**src/rtl/life_pkg.sv**
```systemverilog
// Purpose: shared types for the LED matrix scanner (frame shape, scan states, row decode).
// Latency: n/a (types, constants and a pure function only).
// Backpressure: n/a.
package life_pkg;

  localparam int GRID_N = 8;
  localparam int ROW_W  = $clog2(GRID_N);

  // Board frame, indexed [row][col]; 1 = cell alive / LED lit.
  typedef logic [GRID_N-1:0][GRID_N-1:0] frame_t;

  typedef enum logic [1:0] {
    S_IDLE  = 2'd0,
    S_BLANK = 2'd1,
    S_DRIVE = 2'd2
  } scan_state_t;

  // One-hot active-high row drive for a row index.
  function automatic logic [GRID_N-1:0] row_onehot(input logic [ROW_W-1:0] r);
    logic [GRID_N-1:0] oh;
    oh    = '0;
    oh[r] = 1'b1;
    return oh;
  endfunction

endpackage

```
**src/rtl/led_matrix_scan.sv**
```systemverilog
// Purpose: scans a double-buffered 8x8 frame onto a row-multiplexed LED matrix (blank, then drive, per row).
// Latency: all outputs registered; a loaded frame becomes visible at the next row-0 boundary.
// Backpressure: none; frame_load is always accepted and a newer load replaces one not yet shown.
// Ports: clk, reset_n (async, active-low); in: enable, frame_in, frame_load;
//        out: load_ack (swap pulse), row_sel (one-hot), col_on (row data), frame_done (row-7 end pulse).
module led_matrix_scan
  import life_pkg::*;
#(
  parameter int unsigned DWELL = 1024,
  parameter int unsigned BLANK = 16
) (
  input  logic              clk,
  input  logic              reset_n,
  input  logic              enable,
  input  frame_t            frame_in,
  input  logic              frame_load,
  output logic              load_ack,
  output logic [GRID_N-1:0] row_sel,
  output logic [GRID_N-1:0] col_on,
  output logic              frame_done
);

  // One counter serves both phases; it never needs to exceed the longer one.
  localparam int unsigned CNT_MAX = (DWELL > BLANK) ? DWELL : BLANK;
  localparam int unsigned CW      = (CNT_MAX > 1) ? $clog2(CNT_MAX) : 1;
  localparam logic [CW-1:0] DWELL_LAST = CW'(DWELL - 1);
  localparam logic [CW-1:0] BLANK_LAST = CW'(BLANK - 1);

  scan_state_t       state_q, state_d;
  logic [ROW_W-1:0]  row_q, row_d;
  logic [CW-1:0]     cnt_q, cnt_d;
  frame_t            pending_q, active_q;
  logic              pending_vld_q;
  logic              swap;
  logic              load_ack_d, frame_done_d;
  logic [GRID_N-1:0] row_sel_d, col_on_d;

  always_ff @(posedge clk or negedge reset_n) begin
    if (!reset_n) begin
      state_q       <= S_IDLE;
      row_q         <= '0;
      cnt_q         <= '0;
      pending_q     <= '0;
      active_q      <= '0;
      pending_vld_q <= 1'b0;
      load_ack      <= 1'b0;
      frame_done    <= 1'b0;
      row_sel       <= '0;
      col_on        <= '0;
    end else begin
      state_q <= state_d;
      row_q   <= row_d;
      cnt_q   <= cnt_d;
      // The swap reads the old pending; a same-edge load then refills it.
      if (swap) active_q <= pending_q;
      if (frame_load) begin
        pending_q     <= frame_in;
        pending_vld_q <= 1'b1;
      end else if (swap) begin
        pending_vld_q <= 1'b0;
      end
      load_ack   <= load_ack_d;
      frame_done <= frame_done_d;
      row_sel    <= row_sel_d;
      col_on     <= col_on_d;
    end
  end

  always_comb begin
    state_d      = state_q;
    row_d        = row_q;
    cnt_d        = cnt_q;
    swap         = 1'b0;
    frame_done_d = 1'b0;
    if (!enable) begin
      state_d = S_IDLE;
      row_d   = '0;
      cnt_d   = '0;
    end else begin
      case (state_q)
        S_IDLE: begin
          // Entering row-0 blank: the only point a new frame may be adopted.
          state_d = S_BLANK;
          row_d   = '0;
          cnt_d   = '0;
          swap    = pending_vld_q;
        end
        S_BLANK: begin
          if (cnt_q == BLANK_LAST) begin
            state_d = S_DRIVE;
            cnt_d   = '0;
          end else begin
            cnt_d = cnt_q + CW'(1);
          end
        end
        S_DRIVE: begin
          if (cnt_q == DWELL_LAST) begin
            state_d      = S_BLANK;
            cnt_d        = '0;
            row_d        = row_q + ROW_W'(1);
            frame_done_d = (row_q == ROW_W'(GRID_N - 1));
            swap         = pending_vld_q && (row_q == ROW_W'(GRID_N - 1));
          end else begin
            cnt_d = cnt_q + CW'(1);
          end
        end
        default: begin
          state_d = S_IDLE;
          row_d   = '0;
          cnt_d   = '0;
        end
      endcase
    end
    // Outputs are decoded from the next state so they line up with it once registered.
    load_ack_d = swap;
    row_sel_d  = (state_d == S_DRIVE) ? row_onehot(row_d) : '0;
    col_on_d   = (state_d == S_DRIVE) ? active_q[row_d] : '0;
  end

endmodule
```
**config.mk**
```make
export PLATFORM = sky130hd
export DESIGN_NAME = led_matrix_scan
export DESIGN_NICKNAME = d
export VERILOG_FILES = /design/src/rtl/life_pkg.sv /design/src/rtl/led_matrix_scan.sv
export SDC_FILE = /design/constraint.sdc
export NUM_CORES = 1
export LEC_CHECK = 0
export BUFFER_PORTS_ARGS = -buffer_cell sky130_fd_sc_hd__buf_2
export CORE_MARGIN = 1.5
export CORE_UTILIZATION = 29
export CTS_BUF_LIST = sky130_fd_sc_hd__clkbuf_16
export CTS_CLUSTER_SIZE = 30
export DETAILED_ROUTE_END_ITERATION = 7
export GPL_TIMING_DRIVEN = 0
export HOLD_SLACK_MARGIN = 0.15
export PLACE_DENSITY = 0.55
export SYNTH_ARGS = -nofsm -noshare
export SYNTH_HDL_FRONTEND = slang
export SYNTH_SLANG_ARGS = --single-unit
```
**constraint.sdc**
```tcl
create_clock -name clk -period 5.7 [get_ports clk]
set_clock_uncertainty 0.05 [all_clocks]
set_input_delay 0.57 -clock clk [delete_from_list [all_inputs] [get_ports clk]]
set_output_delay 0.57 -clock clk [all_outputs]
set_load 0.05 [all_outputs]
```
# Yosys cells after proc, flatten, opt, wreduce, memory -nomap -nowiden
# Cells that the tools add are included.
[totals]
regBits = 162
latchBits = 0
ram_bits = 0
rom_bits = 0
elab_cells = 63
memories = 0
[op_classes]
n_addsub = 2
n_mul = 0
div = 0
n_lt_le_gt_ge = 2
n_eq_ne = 6
shifts = 0
muxes = 25
bitwise = 0
reduce_logical = 4
[op_table]
columns = ["cell", "n"]
rows = [
  ["10-bit two-way mux", 3],
  ["8-bit binary-select mux with 3-bit select", 1],
  ["8-bit two-way mux", 3],
  ["10-bit case mux with 2 select lines", 1],
  ["10-bit by 1-bit adder with 10-bit output (second input constant)", 1],
  ["10-bit == test (second input constant)", 1],
  ["10-bit by 4-bit == test with 1-bit output (second input constant)", 1],
  ["1-bit two-way mux", 8],
  ["2-bit two-way mux", 3],
  ["3-bit two-way mux", 2],
  ["2-bit case mux with 3 select lines", 1],
  ["3-bit case mux with 2 select lines", 1],
  ["2-bit == test (second input constant)", 2],
  ["3-bit by 4-bit < comparator with 1-bit output (second input constant)", 1],
  ["3-bit by 1-bit adder with 3-bit output (second input constant)", 1],
  ["1-bit demux with 3-bit select", 1],
  ["3-bit == test (second input constant)", 1],
  ["3-bit by 1-bit greater-or-equal comparator with 1-bit output (second input constant)", 1],
  ["2-bit by 1-bit == test with 1-bit output (second input constant)", 1],
  ["1-bit logical AND", 2],
  ["2-bit logical NOT", 1],
  ["1-bit case mux with 2 select lines", 1],
  ["2-bit nonzero test", 1],
]

# Longest topological paths before layout
# Gate-level depths: netlist of run 1.
[depth]
depth_word = 9
ltp_mapped = 10
mapped_depth_nobuf = 8

# Worst setup path after synthesis of run 1
# No wires, ideal clock.
[synth_path]
path_kind = "reg-to-reg"
startpoint = "register state_q[0]"
endpoint = "register col_on[0]"
setup_ns = 0.120
arrival_ns = 2.331
required_ns = 5.530
path_slack_ns = 3.198
path_stages_with_launch = 11
path_buffers = 2
cell_sequence = "dfrtp_1 > inv_1 > ha_1 > and2_1 > clkbuf_1 > and3_1 > a211oi_4 > buf_4 > mux2_2 > o22ai_1 > nor2_1"
[synth_via]
elab_chain_cells = 6
elab_cells_between_ends = 13
classes_between = "eq/ne (3); mux (9); reduce/logical (1)"
[synth_lines]
columns = ["item", "line", "text"]
rows = [
  ["start, declared", "led_matrix_scan.sv:29", "scan_state_t state_q, state_d;"],
  ["start signal, assigned", "led_matrix_scan.sv:51", "state_q <= state_d;"],
  ["2-bit == test or 2-bit by 1-bit == test with 1-bit output (tied branches)", "led_matrix_scan.sv:80", "case (state_q)"],
  ["3-bit case mux with 2 select lines", "led_matrix_scan.sv:80", ""],
  ["3-bit two-way mux", "led_matrix_scan.sv:75", "if (!enable) begin"],
  ["8-bit binary-select mux with 3-bit select", "led_matrix_scan.sv:117", "col_on_d = (state_d == S_DRIVE) ? active_q[row_d] : '0;"],
  ["8-bit two-way mux (not written as such)", "led_matrix_scan.sv:117", ""],
  ["8-bit two-way mux (*)", "led_matrix_scan.sv:117", ""],
  ["net col_on_d[0]", "led_matrix_scan.sv:36", "logic [GRID_N-1:0] row_sel_d, col_on_d;"],
  ["end signal, assigned", "led_matrix_scan.sv:65", "col_on <= col_on_d;"],
  ["end, declared", "led_matrix_scan.sv:19", "output logic [GRID_N-1:0] col_on,"],
]
# The timed path passes the listed nets; every way through them passes the cells marked *. The select of a mux whose other input is x is not followed.
# A chain may end at the register's enable or synchronous reset.

# Worst setup path after layout of run 1
[layout_path]
startpoint = "register state_q[1]"
endpoint = "register col_on[2]"
# Same word-level chain as after synthesis.

==> results.md, run 1 <==
* Pre-CTS WS at ~2.7 ns
* Dpl hpwl at 11,000 microns
* Cell family with most CP delay: compound AO/OA/AOI/OAI gates
* Global route overflow at 0
* CP endpoint kind: flip-flop
* Resize count post-CTS at 0
* Max cap viols at 0
* Clock Tree Root: clkbuf_16
* Synthesized Nets at approximately 560
* Worst EP required at 5.96 ns
* Die Span X at between 150 and 200 microns
* Synth Cell Area at between 0.006 and 0.007 sq mm
* Drt pass-1 iters at 4
* Routability cong. at 0.830
* Tot GR Track Use at about an eighth
* WL met2 at approximately 7400 microns
* Core area at 0.0228 sq mm
* Initial antenna violation count at 0
* Critical path type: reg -> reg
* Final setup violating endpoints at 0
* Final WS setup at between 2 and 3 ns
* Number of synthesized flops with an enable pin at 0
* Synthesized instance count at 480
* Peak supply drop at 0.190 mV
* Die area at about 0.024 sq mm
* Critical Path Start Type: flip-flop
* Fraction of layout cells with a size suffix above 1 at between 40 and 50%
* # diodes at 0
* Detailed-route via count at between 4k and 5k
* Run status: completed
* Slowest cell on crit path: a211oi_4
* Clk sinks at 162
* Register bit count reported by yosys at roughly 160
* Final WL at roughly 15,000 microns
* Pin count of the biggest net entering global routing at ~120
* Sequential area share after synthesis at 59.6%
* Die Height at around 160 microns
* # hold bufs at CTS at 1
* Synth-to-Final Area Change at 20.8%
* Post-Layout Cell Count at just over 900
* Post-route cell area at 0.00822 sq mm
* Routed len/inst at around 16 microns
* First-pass GRT wire length at 24,200 microns
* CP Max Fanout at 10
* CTS H-tree depth at 4
* Placed cells at between 800 and 900
* Total Nets Final at 660
* Final ANT Viol Nets at 0
* CP Buf/Inv Count at 3
* Post-Synth XOR/XNOR Area at between 1 and 1.5%
* Starting DRC count in detailed routing at around 160
* Max Transition Viols Final at 0
* Total power draw at approximately 2.8 mW
* Met3 routed WL at ~650 microns
* FF/Latch Area at 0.00405 sq mm
* Synth unique cells at between 40 and 50
* Max incr delay on CP at 0.50 ns
* Final period utilization at between 50% and 60%
* Crit path cell chain: inv_1 > ha_1 > and2_1 > clkbuf_1 > and3_1 > a211oi_4 > buf_4 > mux2_2 > o22ai_1 > nor2_1
* Pwr dens at ~340 mW/mm^2
* Synth Flop Type: dfrtp_1
* Setup bufs post-CTS at 0
* DP Area at 0.00765 sq mm
* TritonCTS Buffers at 17
* Maximum root-to-sink buffer count at 2
* Final-layout fill cell count at around 2.3k
* Clk_lat worst skew at around 0.44 ns
* Vias per cell at between 4 and 5
* Syn_area_per_cell at approximately 14 sq um
* Sum Neg Setup Slack at 0 ns
* IO buf count at 84
* Post-synthesis mux area share at between 20% and 30%
* Largest family of logic cells by synthesized area: multiplexers
* CP Data Arrival Time at 3.29 ns
* Fin Hold WS at between 0.3 and 0.4 ns
* Area of the multi-input gates at 0.00261 sq mm
* CTS tree: yes
* Worst hold path type: in -> reg
* Worst Max-Slew Pin Slew at just over 1 ns
* Initial Util at slightly below 30%
* Compound-gate portion of the synthesized area at 4.34%
* Post-synthesis adder-cell area fraction at under 10%
* DRT met1 WL at roughly 6600 microns
* Hold Fails Final Rpt at 0
* Yosys warning count at 0
* Fmax at 330 MHz
* Ys async rst share at 100%
* Min Tclk post-route at between 3 and 4 ns
* Top sig layer: met4
* Number of global-route vias before repair at 4,593
* Ports at 86
* DRC errors left at 0
* Unrepaired setup endpoints after global routing: false
* Post-synthesis simple-gate area fraction at under 10%
* Cell row count at between 50 and 60
* Worst-path clk slew at 0.07 ns
* Fin util at ~36%
* Slew margin rel. at between 30% and 40%
* Leak at between 3 and 4 nW
-- where the power goes --
group          switching (mW)  internal, mW  leakage (nW)
combinational           0.136         0.199          1.48
sequential             0.0863          1.31          1.97
clock                   0.478         0.604         0.264
total                   0.701          2.12          3.71
-- logic make-up (layout without fill, tap and decap cells) --
family / Yosys count / in the layout
AO/OA/AOI/OAI: 38 / 38
multiplexers: 160 / 160
XOR/XNOR: 8 / 8
buffers and inverters: 31 / 149
flip-flops: 162 / 162
AND/OR/NAND/NOR: 74 / 74
adder cells (fa/ha/maj): 7 / 7
-- state kept, by name (all words and copies together), names as in the netlist --
signal / count
state_q: 2
row_q: 3
pending_q: 64
active_q: 64
row_sel: 8
col_on: 8
frame_done: 1
cnt_q: 10
load_ack: 1
pending_vld_q: 1
-- layout by cell type (no fill, tap or decap), types with 5 or more instances in the layout --
cell type	instances
clkbuf_16	17
buf_2	90
dfrtp_1	162
o22ai_1	8
inv_1	11
a221o_1	7
clkinvlp_4	5
ha_1	7
nor2_1	33
mux2i_1	16
inv_6	5
nand2_1	11
clkbuf_1	11
mux2_2	144
-- layout make-up --
class	instances	share of cell area (%)
sequential	162	49.3
timing repair buffer	86	5.69
tap	313	4.76
inverter	10	0.456
clock inverter	15	1.63
multi-input combinational	287	31.8
clock buffer	17	5.17
buffer	21	1.25
-- worst paths after layout --
path	end	from	slack, ns	depth (start not counted)
hold / removal	pending_q[16]	frame_in[16]	0.32	2
setup reg to reg	col_on[2]	state_q[1]	2.67	10
hold reg to reg	cnt_q[0]	cnt_q[0]	0.43	1
min in group asynchronous	pending_q[31]	reset_n	0.58	2
max in group asynchronous	pending_q[42]	reset_n	4.13	3
setup / recovery	col_on[2]	state_q[1]	2.67	10
-- cells in the mapped netlist (all sizes together) (2+ instances only) --
master   number  area, sq um
a2bb2oi       2         17.5
and2          4         25.0
a221o         7         70.1
nand2b        2         12.5
a31oi         3         18.8
o21a          2         15.0
buf          10         61.3
o2111ai       2         17.5
o22ai         8         50.1
nand3         4         20.0
inv          10         37.5
dfrtp       162         4050
a21oi         4         20.0
nor2         33          124
mux2        144         1620
ha            7         87.6
nor3          5         30.0
nor4          4         31.3
xnor2         4         35.0
mux2i        16          160
nand2        11         41.3
o21ai         3         15.0
nand4         2         27.5
and3          4         25.0
or2           2         12.5
clkbuf       11         41.3
xor2          4         35.0
-- per-layer routing --
metal	vias up	global-route usage, %
li1	1932	-
met1	2125	16.2
met2	92	22.1
met3	14	3.78
met4	0	4.76
met5	-	0
No activity file was read; power rests on OpenSTA's default activity.
==> run 2, diff against run 1 <==
==> constraint.sdc (replaced) <==
create_clock -name clk -period 3.04 [get_ports clk]
set_clock_uncertainty 0.05 [all_clocks]
set_input_delay 0.304 -clock clk [delete_from_list [all_inputs] [get_ports clk]]
set_output_delay 0.304 -clock clk [all_outputs]
set_load 0.05 [all_outputs]
==> results.md, run 2 (same netlist as run 1, synthesis figures left out) <==
* Post-Layout Cell Count at 979 (+7.5%)
* Fmax at 352 MHz (+6.7%)
* Clk pwr share at 37.9% (-0.5 points)
* Initial antenna violation count at 0 (unchanged)
* Starting DRC count in detailed routing at 206 (+30%)
* Clk sinks at 162 (unchanged)
* CTS tree: yes
* Cell row count at 55 (unchanged)
* Vias per cell at 4.52 (-1.1%)
* Crit path cell chain: inv_1 > ha_1 > nand2_1 > nor4_1 > a211oi_4 > buf_4 > buf_6 > mux2i_1 > a221o_1 > nor2_1
* P_int at 4.02 mW (+90%)
* Final setup violating endpoints at 0 (unchanged)
* Critical Path Start Type: flip-flop
* Slew margin rel. at 33.6% (+1.4 points)
* Min Tclk post-route at 2.84 ns (-0.192 ns)
* Fin Hold WS at 0.311 ns (-0.00464 ns)
* Initial Util at 29.8% (unchanged)
* DP Area at 0.00765 sq mm (unchanged)
* Critical path type: reg -> reg
* GR peak layer: met2
* Run status: completed
* Sw Ratio at 24.8% (-0.079 points)
* Worst EP required at 3.33 ns (-2.63 ns)
* First-pass GRT wire length at 24,700 microns (+2.2%)
* Cell family with most CP delay: simple AND/OR/NAND/NOR gates
* Final-layout fill cell count at 2,246 (-1.3%)
* Final WS setup at 0.200 ns (-2.47 ns)
* Leak at 4.00 nW (+7.8%)
* CP Depth at 10 (unchanged)
* Final period utilization at 93.4% (+40 points)
* Dpl hpwl at 11,000 microns (unchanged)
* Pwr dens at 599 mW/mm^2 (+75%)
* Number of global-route vias before repair at 4,764 (+3.7%)
* Combinational share of power at 13.0% (+1.1 points)
* Drt pass-1 iters at 4 (unchanged)
* Maximum root-to-sink buffer count at 2 (unchanged)
* Worst Max-Slew Pin Slew at 0.995 ns (-0.0130 ns)
* Total Nets Final at 728 (+10%)
* Net Switching at 1.33 mW (+89%)
* CP endpoint kind: flip-flop
* Total power draw at 5.35 mW (+90%)
* Most common cell after layout, fill and taps aside: dfrtp_1
* Core area at 0.0228 sq mm (unchanged)
* CP Max Fanout at 10 (unchanged)
* Max Transition Viols Final at 0 (unchanged)
* Die Height at 156 microns (unchanged)
* Max cap viols at 0 (unchanged)
* Pin count of the biggest net entering global routing at 118 (unchanged)
* Peak supply drop at 0.354 mV (+86%)
* Final ANT Viol Nets at 0 (unchanged)
* Routed len/inst at 15.6 microns (-4.6%)
* Slowest cell on crit path: nor4_1
* Hold Fails Final Rpt at 0 (unchanged)
* Met3 Usage GRT at 3.67% (-0.11 points)
* DRC errors left at 0 (unchanged)
* Pre-CTS WS at 0.0274 ns (-2.66 ns)
* Synth-to-Final Area Change at 31.1%
* TritonCTS Buffers at 17 (unchanged)
* Ports at 86 (unchanged)
* IO buf count at 84 (unchanged)
* Global route overflow at 0 (unchanged)
* M2 GR Usage at 22.5% (+0.42 points)
* Biggest regs: active_q (64), pending_q (64), cnt_q (10)
* Max incr delay on CP at 0.57 ns (+0.07 ns)
* Final WL at 15,300 microns (+2.5%)
* # diodes at 0 (unchanged)
* Met1 GRT Util at 16.6% (+0.43 points)
* Die Span X at 156 microns (unchanged)
* Fraction of layout cells with a size suffix above 1 at 42.2% (-4.0 points)
* Cells on worst reg2reg path at 10 (unchanged)
* CP Data Arrival Time at 3.13 ns (-0.16 ns)
* Post-route cell area at 0.00892 sq mm (+8.5%)
* Routability cong. at 0.830 (unchanged)
* Detailed-route via count at 4,424 (+6.3%)
* Tot GR Track Use at 13.4% (+0.24 points)
* CP Buf/Inv Count at 3 (unchanged)
* Most frequent cells in the layout: dfrtp_1, mux2_2, buf_2, dlygate4sd3_1, nor2_1
* Worst hold path type: in -> async
* Clk_lat worst skew at 0.43 ns (about the same)
* Die area at 0.0244 sq mm (unchanged)
* Clock Tree Root: clkbuf_16
* Worst-path clk slew at 0.07 ns (about the same)
* CTS H-tree depth at 4 (unchanged)
* Unrepaired setup endpoints after global routing: false
* Power share of the sequential group at 49.1% (-0.6 points)
* Placed cells at 878 (unchanged)
[run 2: cell count changes in the layout (fill, tap and decap cells not counted), sizes merged]
cell / delta
buf: +3
dlygate4sd3: +65
[run 2: layout make-up]
class / count / area, sq um / area share (%)
plain buffers: 21 / 103 / 1.15
clock buffers: 17 / 425 / 4.77
clock inverters: 15 / 134 / 1.50
inverters: 10 / 37.5 / 0.421
multi-input cells: 287 / 2640 / 29.6
flip-flops and latches: 162 / 4050 / 45.4
well taps: 313 / 392 / 4.39
repair buffers: 154 / 1140 / 12.8
[run 2: final timing paths]
path	slack [ns]	from	end
worst max register to register	0.20	state_q[1]	col_on[5]
worst min-delay path	0.31	reset_n	pending_q[15]
worst max-delay path	0.20	state_q[1]	col_on[5]
min in group clk	0.39	frame_load	pending_q[17]
worst min register to register	0.43	cnt_q[0]	cnt_q[0]
max in group asynchronous	1.71	reset_n	pending_q[33]
[run 2: power groups by stage]
stage,Combinational [mW],Sequential [mW],Clock [mW]
finish,0.695,2.62,2.03
global route,0.768,2.67,2.20
CTS,0.713,2.63,2.09
detailed placement,0.643,2.67,0
global placement,0.620,2.66,0
floorplan,0.450,2.60,0
[run 2: repair_timing]
action,4_1_cts,5_1_grt
buffers inserted,0,3
hold buffers,66,0
endpoints found under the setup margin,0,40
endpoints found under the hold margin,110,0
resized for setup,0,4
[run 2: stage by stage]
step / setup TNS [ns] / util [%]
finish: 0 / 39.1
global route: 0 / 39.1
CTS: 0 / 38.8
detailed placement: 0 / 33.5
global placement: -122.51 / 33.3
floorplan: 0 / -
[run 2: metal layers]
layer  routed length (microns)  share of wire (%)  vias to the layer above
met5                         0                  0                        -
met2                      7640                 50                       96
met4                       214                1.4                        0
met3                       666                4.4                       17
li1                          -                  -                     2063
met1                      6740                 44                     2248
==> run 3, diff against run 2 <==
--- a/config.mk
+++ b/config.mk
@@ -5,6 +5,7 @@
 export SDC_FILE = /design/constraint.sdc
 export NUM_CORES = 1
 export LEC_CHECK = 0
+export ABC_AREA = 1
 export BUFFER_PORTS_ARGS = -buffer_cell sky130_fd_sc_hd__buf_2
 export CORE_MARGIN = 1.5
 export CORE_UTILIZATION = 29
==> results.md, run 3 <==
* Most numerous cell in the Yosys netlist: nand2_1
* Worst hold path type: in -> reg
* Final period utilization at 79.2% (-14 points)
* Most common cell on crit path: nand2_1
* Fmax at 415 MHz (+18%)
* Final WL at 17,400 microns (+14%)
* DRC errors left at 0 (unchanged)
* Maximum root-to-sink buffer count at 2 (unchanged)
* Clk sinks at 162 (unchanged)
* Synth-to-Final Area Change at 30.6%
* Max cap viols at 0 (unchanged)
* Routed len/inst at 13.8 microns (-11%)
* Unrepaired setup endpoints after global routing: false
* Core area at 0.0228 sq mm (unchanged)
* Worst EP required at 3.31 ns (-0.02 ns)
* Resize count post-CTS at 0 (unchanged)
* Initial Util at 29.7% (-0.038 points)
* CTS tree: yes
* Worst Max-Slew Pin Slew at 0.754 ns (-0.241 ns)
* Net Switching at 1.36 mW (+2.7%)
* Sequential area share after synthesis at 59.6% (+0.077 points)
* Post-synth top area cell: dfrtp_1
* Ranking of synthesized cells by area: dfrtp_1, nand2_1, o21ai_0
* Combinational share of power at 11.7% (-1.3 points)
* Hold Path Depth at 2
* Synth Flop Type: dfrtp_1
* Die Height at 156 microns (about the same)
* P_int at 3.86 mW (-4.1%)
* Syn_area_per_cell at 8.88 sq um (-37%)
* Top post-synthesis cells by count: nand2_1, dfrtp_1, o21ai_0
* Synth unique cells at 27 (-37%)
* Cell row count at 55 (unchanged)
* Final ANT Viol Nets at 0 (unchanged)
* Critical R2R Launch: cnt_q[0]
* Critical path type: reg -> reg
* # diodes at 0 (unchanged)
* Global route overflow at 0 (unchanged)
* Leak at 4.44 nW (+11%)
* Clock Tree Root: clkbuf_16
* Synthesized instance count at 765 (+59%)
* Ports at 86 (unchanged)
* CP Data Arrival Time at 2.67 ns (-0.46 ns)
* TritonCTS Buffers at 17 (unchanged)
* Worst-path clk slew at 0.06 ns (about the same)
* Clk_lat worst skew at 0.43 ns (about the same)
* Power share of the sequential group at 48.3% (-0.8 points)
* Die area at 0.0244 sq mm (-0.12%)
* Total Nets Final at 1,010 (+39%)
* CP Max Fanout at 9 (-1)
* Max incr delay on CP at 0.40 ns (-0.17 ns)
* Hold path startpoint: frame_load
* Total power draw at 5.22 mW (-2.4%)
* Hold Fails Final Rpt at 0 (unchanged)
* Dpl hpwl at 12,200 microns (+12%)
* Ys async rst share at 100% (unchanged)
* Worst reg2reg setup slack at 0.63 ns (+0.43 ns)
* Post-Layout Cell Count at 1,261 (+29%)
* Most common cell after layout, fill and taps aside: nand2_1
* Synth Cell Area at 0.00680 sq mm (-0.13%)
* Fraction of layout cells with a size suffix above 1 at 15.5% (-27 points)
* Routability cong. at 0.807 (-2.7%)
* Detailed-route via count at 5,375 (+21%)
* Register bit count reported by yosys at 162 (unchanged)
* Initial antenna violation count at 0 (unchanged)
* Max Transition Viols Final at 0 (unchanged)
* Pwr dens at 588 mW/mm^2 (-1.9%)
* Most frequent cells in the layout: nand2_1, dfrtp_1, o21ai_0, inv_1, buf_2
* CP Buf/Inv Count at 1 (-2)
* Slowest cell on crit path: nor2_2
* Post-synth top area share at 59.6% (+0.077 points)
* Run status: completed
* Slew margin rel. at 49.7% (+16 points)
* Biggest regs: active_q (64), pending_q (64), cnt_q (10)
* Yosys warning count at 0 (unchanged)
* Cell family with most CP delay: simple AND/OR/NAND/NOR gates
* IO buf count at 84 (unchanged)
* Min Tclk post-route at 2.41 ns (-0.432 ns)
* Starting DRC count in detailed routing at 307 (+49%)
* CTS H-tree depth at 4 (unchanged)
* Worst Hold End: pending_q[63]
* Tot GR Track Use at 15.3% (+1.8 points)
* Sw Ratio at 26.1% (+1.3 points)
* Synthesized Nets at 840 (+51%)
* Cells on worst reg2reg path at 13 (+3)
* Final setup violating endpoints at 0 (unchanged)
* Pin count of the biggest net entering global routing at 85 (-28%)
* Die Span X at 156 microns (about the same)
* Placed cells at 1,163 (+32%)
* Drt pass-1 iters at 4 (unchanged)
* CP endpoint kind: flip-flop
* R2R Path End: col_on[6]
* Number of synthesized flops with an enable pin at 0 (unchanged)
* Crit path cell chain: ha_1 > nand2_1 > nor2_4 > nand4_4 > inv_2 > nand2_1 > nand2_1 > nand2_2 > nor2_2 > nand2_1 > nand2_1 > nor2_1 > nor2_1
* Peak supply drop at 0.324 mV (-8.3%)
* Vias per cell at 4.26 (-5.7%)
* First-pass GRT wire length at 28,500 microns (+15%)
* Final-layout fill cell count at 2,355 (+4.9%)
* Critical Path Start Type: flip-flop
* Number of global-route vias before repair at 5,472 (+15%)
* Clk pwr share at 40.0% (+2.1 points)
run 3: cell count changes in the layout (fill, tap and decap cells not counted), sizes merged, moves of 8 or more:
cell	previous run	this run
o22ai	8	0
mux2	144	0
nor2	33	56
inv	16	102
nand3	4	22
mux2i	16	0
o21ai	3	153
nand2	11	213
run 3: repair_timing:
action / in CTS / in global routing
hold endpoints to repair: 143 / 0
hold buffers: 66 / 0
buffers inserted: 0 / 0
run 3: final cells by class:
class,count,area [sq um],area share (%)
clock inverters,15,144,1.62
well taps,313,392,4.41
multi-input cells,470,2190,24.7
flip-flops and latches,162,4050,45.7
plain buffers,34,181,2.04
clock buffers,17,425,4.79
inverters,99,372,4.19
repair buffers,151,1120,12.6
run 3: worst max path at each step:
| stage | start | end | slack, ns | cells after the start |
|---|---|---|---|---|
| 5_1_grt | cnt_q[0] | row_sel[2] | 0.38 | 11 |
| 2_1_floorplan | cnt_q[0] | col_on[2] | 1.16 | 12 |
| 4_1_cts | cnt_q[0] | col_on[6] | 0.65 | 13 |
| 3_3_place_gp | reset_n | pending_q[48] | -0.92 | 1 |
| 3_5_place_dp | cnt_q[0] | col_on[1] | 0.65 | 11 |
| 6_report | cnt_q[0] | col_on[6] | 0.63 | 13 |
run 3: worst reg2reg max path: cells and delay by family, from the launching register on:
family	cells	cell delay (ns)
adders and majority gates	1	0.18
buffers and inverters	1	0.11
DFF	1	0.37
and+or+nand+nor	11	1.60
run 3: power groups by stage:
stage / Combinational (mW) / Clock (mW) / Sequential, mW
global placement: 0.535 / 0 / 2.56
global route: 0.712 / 2.22 / 2.55
floorplan: 0.341 / 0 / 2.53
detailed placement: 0.553 / 0 / 2.56
CTS: 0.623 / 2.14 / 2.52
finish: 0.610 / 2.09 / 2.52
run 3: stage by stage:
step | instance area [sq um] | setup WS (ns) | hold slack (ns) | utilization, % | TNS, ns
after global routing | 8880 | 0.375 | 0.282 | 38.8 | 0
after detailed placement | 7650 | 0.650 | 0.282 | 33.5 | 0
after floorplan | 6800 | 1.16 | -0.0416 | - | 0
after global placement | 7610 | -0.922 | 0.400 | 33.3 | -147.22
after CTS | 8880 | 0.650 | 0.240 | 38.8 | 0
final | 8880 | 0.633 | 0.243 | 38.8 | 0
run 3: kinds of logic after synthesis:
group / Yosys count / synth area share, %
AOI/OAI and AO/OA: 157 / 11.8
adders and majority gates: 7 / 1.29
DFF: 162 / 59.6
xor gates and xnor gates: 6 / 0.773
buffers and inverters: 133 / 8.14
and+or+nand+nor: 300 / 18.4
run 3: routing by layer:
metal | part of all wire (%) | track usage [%] | up-vias
met5 | 0 | 0 | -
li1 | - | - | 2737
met4 | 0.60 | 3.13 | 0
met2 | 47 | 24.8 | 101
met1 | 48 | 20.6 | 2529
met3 | 4.1 | 3.86 | 8
